## config.mk

```make
export PLATFORM = sky130hd
export DESIGN_NAME = top_key_tx
export DESIGN_NICKNAME = d
export VERILOG_FILES = /design/src/rtl/top_key_tx.sv
export SDC_FILE = /design/constraint.sdc
export NUM_CORES = 1
export LEC_CHECK = 0
export ABC_AREA = 1
export BUFFER_PORTS_ARGS = -buffer_cell sky130_fd_sc_hd__buf_2
export CAP_MARGIN = 20
export CORE_ASPECT_RATIO = 1.4
export CORE_MARGIN = 5
export CORE_UTILIZATION = 57
export CTS_BUF_LIST = sky130_fd_sc_hd__clkbuf_16
export CTS_CLUSTER_DIAMETER = 120
export DETAILED_ROUTE_END_ITERATION = 12
export GPL_TIMING_DRIVEN = 0
export PLACE_DENSITY = 0.78
export SKIP_CTS_REPAIR_TIMING = 1
export SYNTH_ARGS = -nofsm -noshare
export SYNTH_HDL_FRONTEND = slang
export SYNTH_SLANG_ARGS = --single-unit
```

## constraint.sdc

```tcl
create_clock -name main_clk_i -period 3.1 [get_ports main_clk_i]
set_input_delay 0.155 -clock main_clk_i [delete_from_list [all_inputs] [get_ports main_clk_i]]
set_output_delay 0.155 -clock main_clk_i [all_outputs]
set_load 0.005 [all_outputs]
```

## src/rtl/top_key_tx.sv

```systemverilog
// Source end of the 9-bit key stream: a small FIFO feeding a registered
// valid/accept output, with an optional idle gap after each accepted word.
module top_key_tx #(
    parameter int depth_p = 4,
    parameter int gap_p   = 0
) (
    input  logic                           main_clk_i,
    input  logic                           main_rst_i,
    input  logic                           wr_en_i,
    input  logic [8:0]                     wr_data_i,
    output logic                           wr_full_o,
    output logic                           ovf_o,
    input  logic                           ovf_clr_i,
    output logic [$clog2(depth_p+2)-1:0]   level_o,
    output logic                           key_valid_o,
    input  logic                           key_accept_i,
    output logic [8:0]                     key_data_o
);

    // Handshake: a word moves when key_valid_o && key_accept_i at a rising edge;
    // once raised, key_valid_o and key_data_o hold until that transfer.

    localparam int ptr_w = $clog2(depth_p);
    localparam int cnt_w = $clog2(depth_p + 1);
    localparam int lvl_w = $clog2(depth_p + 2);
    localparam int gap_w = (gap_p < 2) ? 1 : $clog2(gap_p + 1);

    localparam logic [cnt_w-1:0] depth_c = cnt_w'(depth_p);
    localparam logic [gap_w-1:0] gap_c   = gap_w'(gap_p);
    localparam logic [gap_w-1:0] gap_one = gap_w'(1);

    localparam logic [1:0] st_idle = 2'd0;
    localparam logic [1:0] st_send = 2'd1;
    localparam logic [1:0] st_gap  = 2'd2;

    logic [8:0]       mem_q [depth_p];
    logic [ptr_w-1:0] wr_ptr_q, wr_ptr_d;
    logic [ptr_w-1:0] rd_ptr_q, rd_ptr_d;
    logic [cnt_w-1:0] count_q, count_d;
    logic [1:0]       state_q, state_d;
    logic [gap_w-1:0] gap_cnt_q, gap_cnt_d;
    logic             valid_q, valid_d;
    logic [8:0]       data_q, data_d;
    logic             ovf_q, ovf_d;
    logic             full_q, full_d;
    logic [lvl_w-1:0] level_q, level_d;

    logic xfer;
    logic full_now;
    logic push_ok;
    logic pop;

    always_comb begin
        xfer      = valid_q & key_accept_i;
        full_now  = (count_q == depth_c);
        push_ok   = wr_en_i & ~full_now;
        pop       = 1'b0;
        state_d   = state_q;
        valid_d   = valid_q;
        gap_cnt_d = gap_cnt_q;

        case (state_q)
            st_idle: begin
                if (count_q != '0) begin
                    pop     = 1'b1;
                    valid_d = 1'b1;
                    state_d = st_send;
                end
            end
            st_send: begin
                if (xfer) begin
                    if (gap_p == 0) begin
                        if (count_q != '0) begin
                            pop = 1'b1;
                        end else begin
                            valid_d = 1'b0;
                            state_d = st_idle;
                        end
                    end else begin
                        valid_d   = 1'b0;
                        gap_cnt_d = gap_c;
                        state_d   = st_gap;
                    end
                end
            end
            st_gap: begin
                gap_cnt_d = gap_cnt_q - gap_one;
                // The last gap edge already applies the idle rule, so valid stays low for exactly gap_p cycles.
                if (gap_cnt_q == gap_one) begin
                    if (count_q != '0) begin
                        pop     = 1'b1;
                        valid_d = 1'b1;
                        state_d = st_send;
                    end else begin
                        state_d = st_idle;
                    end
                end
            end
            default: begin
                state_d = st_idle;
            end
        endcase

        data_d   = pop ? mem_q[rd_ptr_q] : data_q;
        rd_ptr_d = rd_ptr_q + ptr_w'(pop);
        wr_ptr_d = wr_ptr_q + ptr_w'(push_ok);
        count_d  = count_q + cnt_w'(push_ok) - cnt_w'(pop);
        full_d   = (count_d == depth_c);
        level_d  = lvl_w'(count_d) + lvl_w'(valid_d);

        // A dropped push outranks a same-edge clear.
        if (wr_en_i && full_now) begin
            ovf_d = 1'b1;
        end else if (ovf_clr_i) begin
            ovf_d = 1'b0;
        end else begin
            ovf_d = ovf_q;
        end
    end

    always_ff @(posedge main_clk_i) begin
        if (!main_rst_i && push_ok) begin
            mem_q[wr_ptr_q] <= wr_data_i;
        end
    end

    always_ff @(posedge main_clk_i) begin
        if (main_rst_i) begin
            wr_ptr_q  <= '0;
            rd_ptr_q  <= '0;
            count_q   <= '0;
            state_q   <= st_idle;
            gap_cnt_q <= '0;
            valid_q   <= 1'b0;
            data_q    <= '0;
            ovf_q     <= 1'b0;
            full_q    <= 1'b0;
            level_q   <= '0;
        end else begin
            wr_ptr_q  <= wr_ptr_d;
            rd_ptr_q  <= rd_ptr_d;
            count_q   <= count_d;
            state_q   <= state_d;
            gap_cnt_q <= gap_cnt_d;
            valid_q   <= valid_d;
            data_q    <= data_d;
            ovf_q     <= ovf_d;
            full_q    <= full_d;
            level_q   <= level_d;
        end
    end

    assign wr_full_o   = full_q;
    assign ovf_o       = ovf_q;
    assign level_o     = level_q;
    assign key_valid_o = valid_q;
    assign key_data_o  = data_q;

endmodule

```

### Word level (Yosys, flattened, before mapping)

Memories as Yosys holds them, arrays and structs flattened. A register that Yosys moved wholly into a read port is not among the register bits.
Index checks and enable logic that the tools add are counted.
Widths: inputs -> output; s select.

| cells by class | value |
|---|---|
| $add $sub $neg | 6 |
| $mul | 0 |
| divide/modulo/power cells | 0 |
| $lt $le $gt $ge | 0 |
| equal/unequal tests | 8 |
| shift-type cells | 0 |
| multiplexer cells | 19 |
| bitwise logic cells | 3 |
| reductions and logical operators | 7 |

Operators by type and width:

| cell | count |
|---|---|
| $mux 1 | 12 |
| $mux 2 | 4 |
| $ne 2x2->1 const B | 4 |
| $add 3x1->3 | 2 |
| $eq 3x3->1 const B | 2 |
| $pmux 1 s3 | 2 |
| $pmux 2 s3 | 1 |
| $add 2x1->2 | 2 |
| $reduce_and 4->1 | 1 |
| $reduce_bool 3->1 | 1 |
| $sub 3x1->3 | 1 |
| $and 1x1->1 | 2 |
| $eq 2x1->1 const B | 1 |
| $eq 2x2->1 const B | 1 |
| $logic_and 1x1->1 | 2 |
| $logic_not 2->1 | 1 |
| $reduce_bool 2->1 | 1 |
| $logic_not 1->1 | 1 |
| $not 1->1 | 1 |
| $sub 1x1->1 const B | 1 |

| word-level totals | value |
|---|---|
| bits in registers | 16 |
| latch bits | 0 |
| RAM bits | 36 |
| bits in read-only memories | 0 |
| input port bits | 14 |
| output and inout bits | 15 |
| memories kept | 1 |

Memories:

| memory | depth | bits a word | rd ports | clocked after Yosys merged registers in | write ports | RTL line | RTL |
|---|---|---|---|---|---|---|---|
| mem_q | 4 | 9 | 1 | 1 | 1 | 36 | `logic [8:0] mem_q [depth_p];` |

### Longest topological paths before layout

Gate-level depths: netlist (run 1).

| depth | value |
|---|---|
| depth in word-level cells | 6 |
| depth in mapped cells | 14 |
| mapped depth without buffers | 13 |

### Least setup slack after synthesis (run 1)

OpenSTA, ideal clock, no wires.

| path | value |
|---|---|
| path type | register to register |
| start | reg count_q[1] |
| end | reg level_q[2], in the netlist level_o[2] |
| library setup time | 0.113 ns |
| data arrival time | 2.049 ns |
| data required time | 2.987 ns |
| slack | 0.938 ns |
| cell stages (with the launch flop) | 15 |
| buffers on the path | 1 |
| clock period less this slack | 2.162 ns |
| path through | dfxtp_1 -> nor2_4 -> nand2_4 -> nand2_4 -> buf_6 -> xnor2_1 -> ha_1 -> inv_1 -> fa_1 -> inv_1 -> ha_1 -> inv_1 -> nand3_1 -> nand2_1 -> nor2_1 |

| between the ends | value |
|---|---|
| cells in the longest elaborated chain, start to end | 6 |

RTL lines:

| item | RTL line | RTL |
|---|---|---|
| start: declaration | 39 | `logic [cnt_w-1:0] count_q, count_d;` |
| start signal: assignment | 142 | `count_q <= count_d;` |
| $eq 3x3->1 or $reduce_bool 3->1 (tied branches) | n/a |  |
| $not 1->1 or $mux 1 (tied branches) | n/a |  |
| $and 1x1->1, or another cell as far along | 56 | `push_ok = wr_en_i & ~full_now;` |
| $add 3x1->3 or $pmux 1 s3 (tied branches) | 107, 62 |  |
| $sub 3x1->3 * | 107 | `count_d = count_q + cnt_w'(push_ok) - cnt_w'(pop);` |
| named net count_d[1] | 39 |  |
| $add 3x1->3 * | 109 | `level_d = lvl_w'(count_d) + lvl_w'(valid_d);` |
| end signal: assignment | 149 | `level_q <= level_d;` |
| end: declaration | 46 | `logic [lvl_w-1:0] level_q, level_d;` |

The timed path passes the listed nets; every way through them passes the cells marked *.
A chain may end at the register's enable or synchronous reset.

### Worst setup path after layout (run 1)

Same ends and word-level chain as after synthesis.

==> flow_summary.yaml, run 1 <==
run_status:
  status: "finished clean"
setup_path:
  slowest_delay_ns: 0.53
  crit_top_cell: "inv_1"
  crit_buf_inv: 4
  worstPathRequired_ns: 3.31
  cp-end-kind: "register"
  critical_path.max_fanout: 10
  crit_slowest_cell: "fa_1"
  critPathTopFamily: "adder cells"
  cp.arrival_ns: 2.57
  crit_type: "register to register"
  crit_path_start_kind: "register"
  critical_path.cell_chain: "nor2_4, nand2_4, nand2_4, buf_6, xnor2_1, ha_1, inv_1, fa_1, inv_1, ha_1, inv_1, nand3_1, nand2_1, nor2_1"
drt:
  top_layer_used: "met4"
  wire_per_inst_um: 11.6
  num_vias: 1770
  drt-initial-drc-count: 79
  wl_met1_mm: 1.81
  wl_met2_mm: 2.30
  postRouteAntennaNets: 0
  drc: 0
  via_per_inst: 4.57
  dr.pass1.iters: 4
  finalWirelength_mm: 4.48
  dr_wl_met3_um: 209
floorplanning:
  initial_utilization: 0.594
  core_area_um2: 4270
  die-area_um2: 5910
  die_w_um: 66.4
  die_y_um: 89.0
  pin_count: 29
  std_cell_rows: 28
clocking:
  cts_sinks: 59
  clk_latency_ns: 0.32
  clk_pin_slew_ns: 0.05
  clockBufferDepth: 2
  htree_levels: 3
  cts_tree: "yes"
  cts_root_buf: "clkbuf_16"
  cts_buffers: 9
placement:
  port_buffers: 28
  placed_cell_area_um2: 2780
  hpwl_mm: 3.04
  routabilityCongestion: 0.796
  preCtsSetupSlack_ns: 0.727
pwr:
  power.leakage_nw: 1.41
  ir_drop_mv: 0.554
  power_mw: 2.95
  p_per_area_nw_per_um2: 972
sta:
  fin_crit_ns: 2.36
  slew_violations: 0
  hold_ws_ns: 0.0475
  fmax_mhz: 424
  worst_pin_slew_ns: 0.846
  finalSetupTns_ns: 0
  setup_slack_ns: 0.744
  fin_skew_ns: 0.00664
  rsz0062_at_grt: "false"
  finalHoldViolCount: 0
  fin_crit_sh: 0.760
  slew_headroom: 0.433
  finalSetupViolCount: 0
yosys:
  synthSimpleGateAreaFrac: 0.246
  synth-main-ff-cell: "edfxtp_1"
  synth_top_family_by_area: "simple AND/OR/NAND/NOR gates"
  ys_ff_latch: 59
  syn_nets: 301
  yosys.area.top_type_share: 0.426
  syn_inst: 282
  syn-cell-area_um2: 2540
  ys.warnings.count: 0
  synthMuxAreaShare: 0
  synth_edf_count: 36
  ys_types: 26
  synthTopCellsByArea: "edfxtp_1 43%, dfxtp_1 18%, nand2_1 12%, nor2_1 9.3%, inv_1 6.1%"
  synthAdderAreaFrac: 0.0276
  yosysMostFrequentCell: "nand2_1"
  synth_common_cells: "78 x nand2_1, 63 x nor2_1, 41 x inv_1"
  synth_top_area_cell: "edfxtp_1"
  synth_area_per_cell_um2: 9.01
  synth_compound_area_frac: 0.0227
  synth-seq-area-share: 0.607
  synthArstFlopShare: 0
  synth_xor_area_frac: 0.00690
grt:
  grt_pass1_wl_mm: 7.46
  grt.total_usage: 0.177
  grt_antenna_before_repair: 0
  grt-ovfl-total: 0
  grt_pass1_vias: 1692
  grt_max_degree: 11
worst_hold_path:
  hp-class: "primary input to register"
layout:
  design_area_um2: 3030
  area_growth_syn_to_layout_pct: 19.4
  nets: 341
  drive_above_1_share: 0.171
  antennaDiodeCount: 0
job:
  maxCapViolCount: 0
[power breakdown]
group | internal [mW] | switching (mW)
combinational | 0.417 | 0.634
clock | 0.520 | 0.307
sequential | 0.993 | 0.0745
total | 1.93 | 1.02
[final timing paths]
path / startpoint / to / slack, ns / cells after the start
max: count_q[1] / level_o[2] / 0.74 / 14
min: main_rst_i / state_q[0] / 0.05 / 2
max reg2reg: count_q[1] / level_o[2] / 0.74 / 14
min reg2reg: ovf_o / ovf_o / 0.46 / 2
[sequential cells by signal (all words and copies together), names as in the netlist]
register     flops
level_o          3
state_q          1
mem_q           36
rd_ptr_q         2
wr_full_o        1
key_data_o       9
ovf_o            1
count_q          3
key_valid_o      1
wr_ptr_q         2
[cell usage in the layout (no fill, tap or decap), types with 3 or more instances in the layout]
| cell type | n |
|---|---|
| ha_1 | 4 |
| clkinv_1 | 3 |
| inv_1 | 44 |
| clkbuf_16 | 9 |
| nand2_1 | 78 |
| dfxtp_1 | 23 |
| edfxtp_1 | 36 |
| buf_2 | 31 |
| nor2_1 | 63 |
| nor3_2 | 3 |
| nand3_1 | 5 |
| a21oi_1 | 4 |
[layout make-up]
class                   instances  area, um2
flip-flops and latches         59       1540
fillers                       366       1240
multi-input cells             171        786
clock buffers                   9        225
inverters                      43        161
repair buffers                 29        148
well taps                      60       75.1
plain buffers                   9       66.3
clock inverters                 7       28.8
[metrics by stage]
| step | instances | utilization |
|---|---|---|
| floorplan | 282 | - |
| global placement | 370 | 0.645 |
| detailed placement | 371 | 0.650 |
| CTS | 387 | 0.709 |
| global route | 387 | 0.709 |
| finish | 387 | 0.709 |
[per-layer routing]
layer	vias up	track usage
li1	950	-
met2	33	0.305
met4	0	0.137
met3	14	0.0352
met1	773	0.188
met5	-	0
[logic make-up after synthesis]
logic type	Yosys count
simple gates	156
compound gates	8
xor+xnor	2
fa+ha+maj	5
flops	59
buf+inv	52
Power figures use the tool's default switching activity.
==> run 2: changes to the inputs <==
--- a/config.mk
+++ b/config.mk
@@ -5,17 +5,17 @@
 export SDC_FILE = /design/constraint.sdc
 export NUM_CORES = 1
 export LEC_CHECK = 0
-export ABC_AREA = 1
+export ABC_AREA = 0
 export BUFFER_PORTS_ARGS = -buffer_cell sky130_fd_sc_hd__buf_2
 export CAP_MARGIN = 20
 export CORE_ASPECT_RATIO = 1.4
 export CORE_MARGIN = 5
-export CORE_UTILIZATION = 57
+export CORE_UTILIZATION = 56
 export CTS_BUF_LIST = sky130_fd_sc_hd__clkbuf_16
 export CTS_CLUSTER_DIAMETER = 120
 export DETAILED_ROUTE_END_ITERATION = 12
 export GPL_TIMING_DRIVEN = 0
-export PLACE_DENSITY = 0.78
+export PLACE_DENSITY = 0.77
 export SKIP_CTS_REPAIR_TIMING = 1
 export SYNTH_ARGS = -nofsm -noshare
 export SYNTH_HDL_FRONTEND = slang
==> constraint.sdc (replaced) <==
create_clock -name main_clk_i -period 2.27 [get_ports main_clk_i]
set_input_delay 0.1135 -clock main_clk_i [delete_from_list [all_inputs] [get_ports main_clk_i]]
set_output_delay 0.1135 -clock main_clk_i [all_outputs]
set_load 0.005 [all_outputs]
==> flow_summary.yaml, run 2 <==
setup_path:
  reg2reg_from: "count_q[0]"
  r2r_end: "level_o[2]"
  critical_path.max_fanout: 5
  crit_slowest_cell: "fa_1"
  critPathCapture: "level_o[2]"
  rrSetupSlack_ns: 0.09
  crit_path_start_kind: "register"
  slowest_delay_ns: 0.50
  r2r_cells: 10
  crit_buf_inv: 2
  cp-end-kind: "register"
  critPathTopFamily: "adder cells"
  crit_type: "register to register"
  critical_path.cell_chain: "nor3_4, nor2_1, xnor2_1, ha_1, inv_1, fa_1, inv_1, ha_1, xor2_1, nor2_1"
  worstPathRequired_ns: 2.48
  cp.arrival_ns: 2.40
  critPathLaunch: "count_q[0]"
  cp_num_cells: 10
placement:
  place_inst: 226
  placed_cell_area_um2: 2570
  port_buffers: 27
  routabilityCongestion: 0.765
  preCtsSetupSlack_ns: -0.0843
  hpwl_mm: 3.10
layout:
  antennaDiodeCount: 0
  top_register: "mem_q"
  design_area_um2: 2890
  largest_register_ffs: 36
  finalNonFillerCells: 246
  area_growth_syn_to_layout_pct: 23.2
  mostFrequentLayoutCells: "36 x edfxtp_1, 28 x buf_2, 20 x dfxtp_1"
  drive_above_1_share: 0.374
  final_common_cell: "edfxtp_1"
  nets: 217
pwr:
  p_per_area_nw_per_um2: 1320
  ir_drop_mv: 0.968
  power.leakage_nw: 1.12
yosys:
  yosys.area.top_type_share: 0.461
  ys.warnings.count: 0
  synthTopCellsByArea: "edfxtp_1 46%, dfxtp_1 20%, mux4_2 5.8%, mux4_1 3.4%, a21oi_1 2.3%"
  ys_types: 34
  synth-main-ff-cell: "edfxtp_1"
  synth_edf_count: 36
  synth_top_area_cell: "edfxtp_1"
  yosysMostFrequentCell: "edfxtp_1"
  syn_nets: 172
  synth_area_per_cell_um2: 15.3
  synth_common_cells: "36 x edfxtp_1, 23 x dfxtp_1, 11 x a21oi_1"
  ys_ff_latch: 59
  syn_inst: 153
  synthArstFlopShare: 0
  synth-seq-area-share: 0.658
  syn-cell-area_um2: 2340
floorplanning:
  pin_count: 29
  core_area_um2: 3990
  std_cell_rows: 27
  die-area_um2: 5600
  die_y_um: 86.5
  initial_utilization: 0.588
  die_w_um: 64.7
sta:
  finalHoldViolCount: 0
  finalSetupTns_ns: 0
  slew_headroom: 0.548
  setup_slack_ns: 0.0852
  slew_violations: 0
  fin_crit_sh: 0.962
  fmax_mhz: 458
  finalSetupViolCount: 0
  fin_skew_ns: 0.00594
  worst_pin_slew_ns: 0.673
  fin_crit_ns: 2.18
  hold_ws_ns: 0.00780
drt:
  postRouteAntennaNets: 0
  drt-initial-drc-count: 55
  finalWirelength_mm: 4.56
  wire_per_inst_um: 18.5
  num_vias: 1427
  via_per_inst: 5.80
  drc: 0
  dr.pass1.iters: 4
grt:
  grt_max_degree: 11
  grt-ovfl-total: 0
  grt.total_usage: 0.179
  grt_pass1_vias: 1464
  grt_antenna_before_repair: 0
  grt_pass1_wl_mm: 7.24
clocking:
  htree_levels: 3
  cts_root_buf: "clkbuf_16"
  clk_pin_slew_ns: 0.05
  cts_sinks: 59
  cts_buffers: 9
  cts_tree: "yes"
  clockBufferDepth: 2
  clk_latency_ns: 0.32
run_status:
  status: "finished clean"
worst_hold_path:
  hp-class: "primary input to register"
job:
  maxCapViolCount: 0
[run 2: changes by cell type after synthesis, sizes merged, moves of 4 or more]
| cell | delta |
|---|---|
| o21ai | +9 |
| mux4 | +9 |
| nand3 | +4 |
| nor2 | -55 |
| a21oi | +7 |
| inv | -37 |
| nand2 | -80 |
| nor2b | +4 |
[run 2: worst min path at each step]
| stage | end | slack (ns) | cells past startpoint | startpoint |
|---|---|---|---|---|
| global route | mem_q[0][7] | 0.001 | 1 | wr_data_i[7] |
| detailed placement | mem_q[3][1] | 0.33 | 1 | wr_data_i[1] |
| CTS | mem_q[0][1] | -0.006 | 1 | wr_data_i[1] |
| finish | mem_q[0][7] | 0.008 | 1 | wr_data_i[7] |
| global placement | mem_q[1][4] | 0.32 | 1 | wr_data_i[4] |
| floorplan | mem_q[0][0] | 0.21 | 0 | wr_data_i[0] |
[run 2: worst register-to-register path, cell delays in order, from the launching register on]
cell     delay, ns
dfxtp_4       0.36
nor3_4        0.25
nor2_1        0.11
xnor2_1       0.15
ha_1          0.16
inv_1         0.04
fa_1          0.50
inv_1         0.08
ha_1          0.21
xor2_1        0.17
nor2_1        0.05
[run 2: metal layers]
metal / global-route usage / vias to the layer above / routed length [um]
met2: 0.300 / 43 / 2520
li1: - / 676 / -
met5: 0 / - / 0
met3: 0.0363 / 15 / 188
met1: 0.196 / 693 / 1690
met4: 0.144 / 0 / 166
[run 2: per-stage QoR]
| step | power, mW | util |
|---|---|---|
| final | 3.82 | 0.724 |
| after global routing | 4.04 | 0.724 |
| after CTS | 3.77 | 0.711 |
| after detailed placement | 2.61 | 0.646 |
| after global placement | 2.53 | 0.635 |
| after floorplan | 2.25 | - |
[run 2: where the power goes]
part           switching (mW)  internal (mW)  leakage (nW)  total, mW
Sequential              0.129           1.33         0.518       1.46
Combinational           0.591          0.606         0.468       1.20
Clock                   0.436          0.719         0.130       1.15
[run 2: cell families (layout without fill, tap and decap cells)]
family,count (synthesis),in the layout,share of synthesized area
DFF,59,59,0.658
and+or+nand+nor,34,34,0.0817
AOI/OAI and AO/OA,28,28,0.0710
buffers and inverters,14,64,0.0475
muxes,9,9,0.0913
adders and majority gates,5,5,0.0299
xor gates and xnor gates,4,4,0.0208
[run 2: area by class of cell]
| cell class | count | area, um2 |
|---|---|---|
| Buffer | 9 | 92.6 |
| Sequential cell | 59 | 1550 |
| Multi-Input combinational cell | 80 | 724 |
| Clock inverter | 7 | 35.0 |
| Clock buffer | 9 | 225 |
| Fill cell | 255 | 1100 |
| Inverter | 5 | 18.8 |
| Timing Repair Buffer | 34 | 188 |
| Tap cell | 43 | 53.8 |
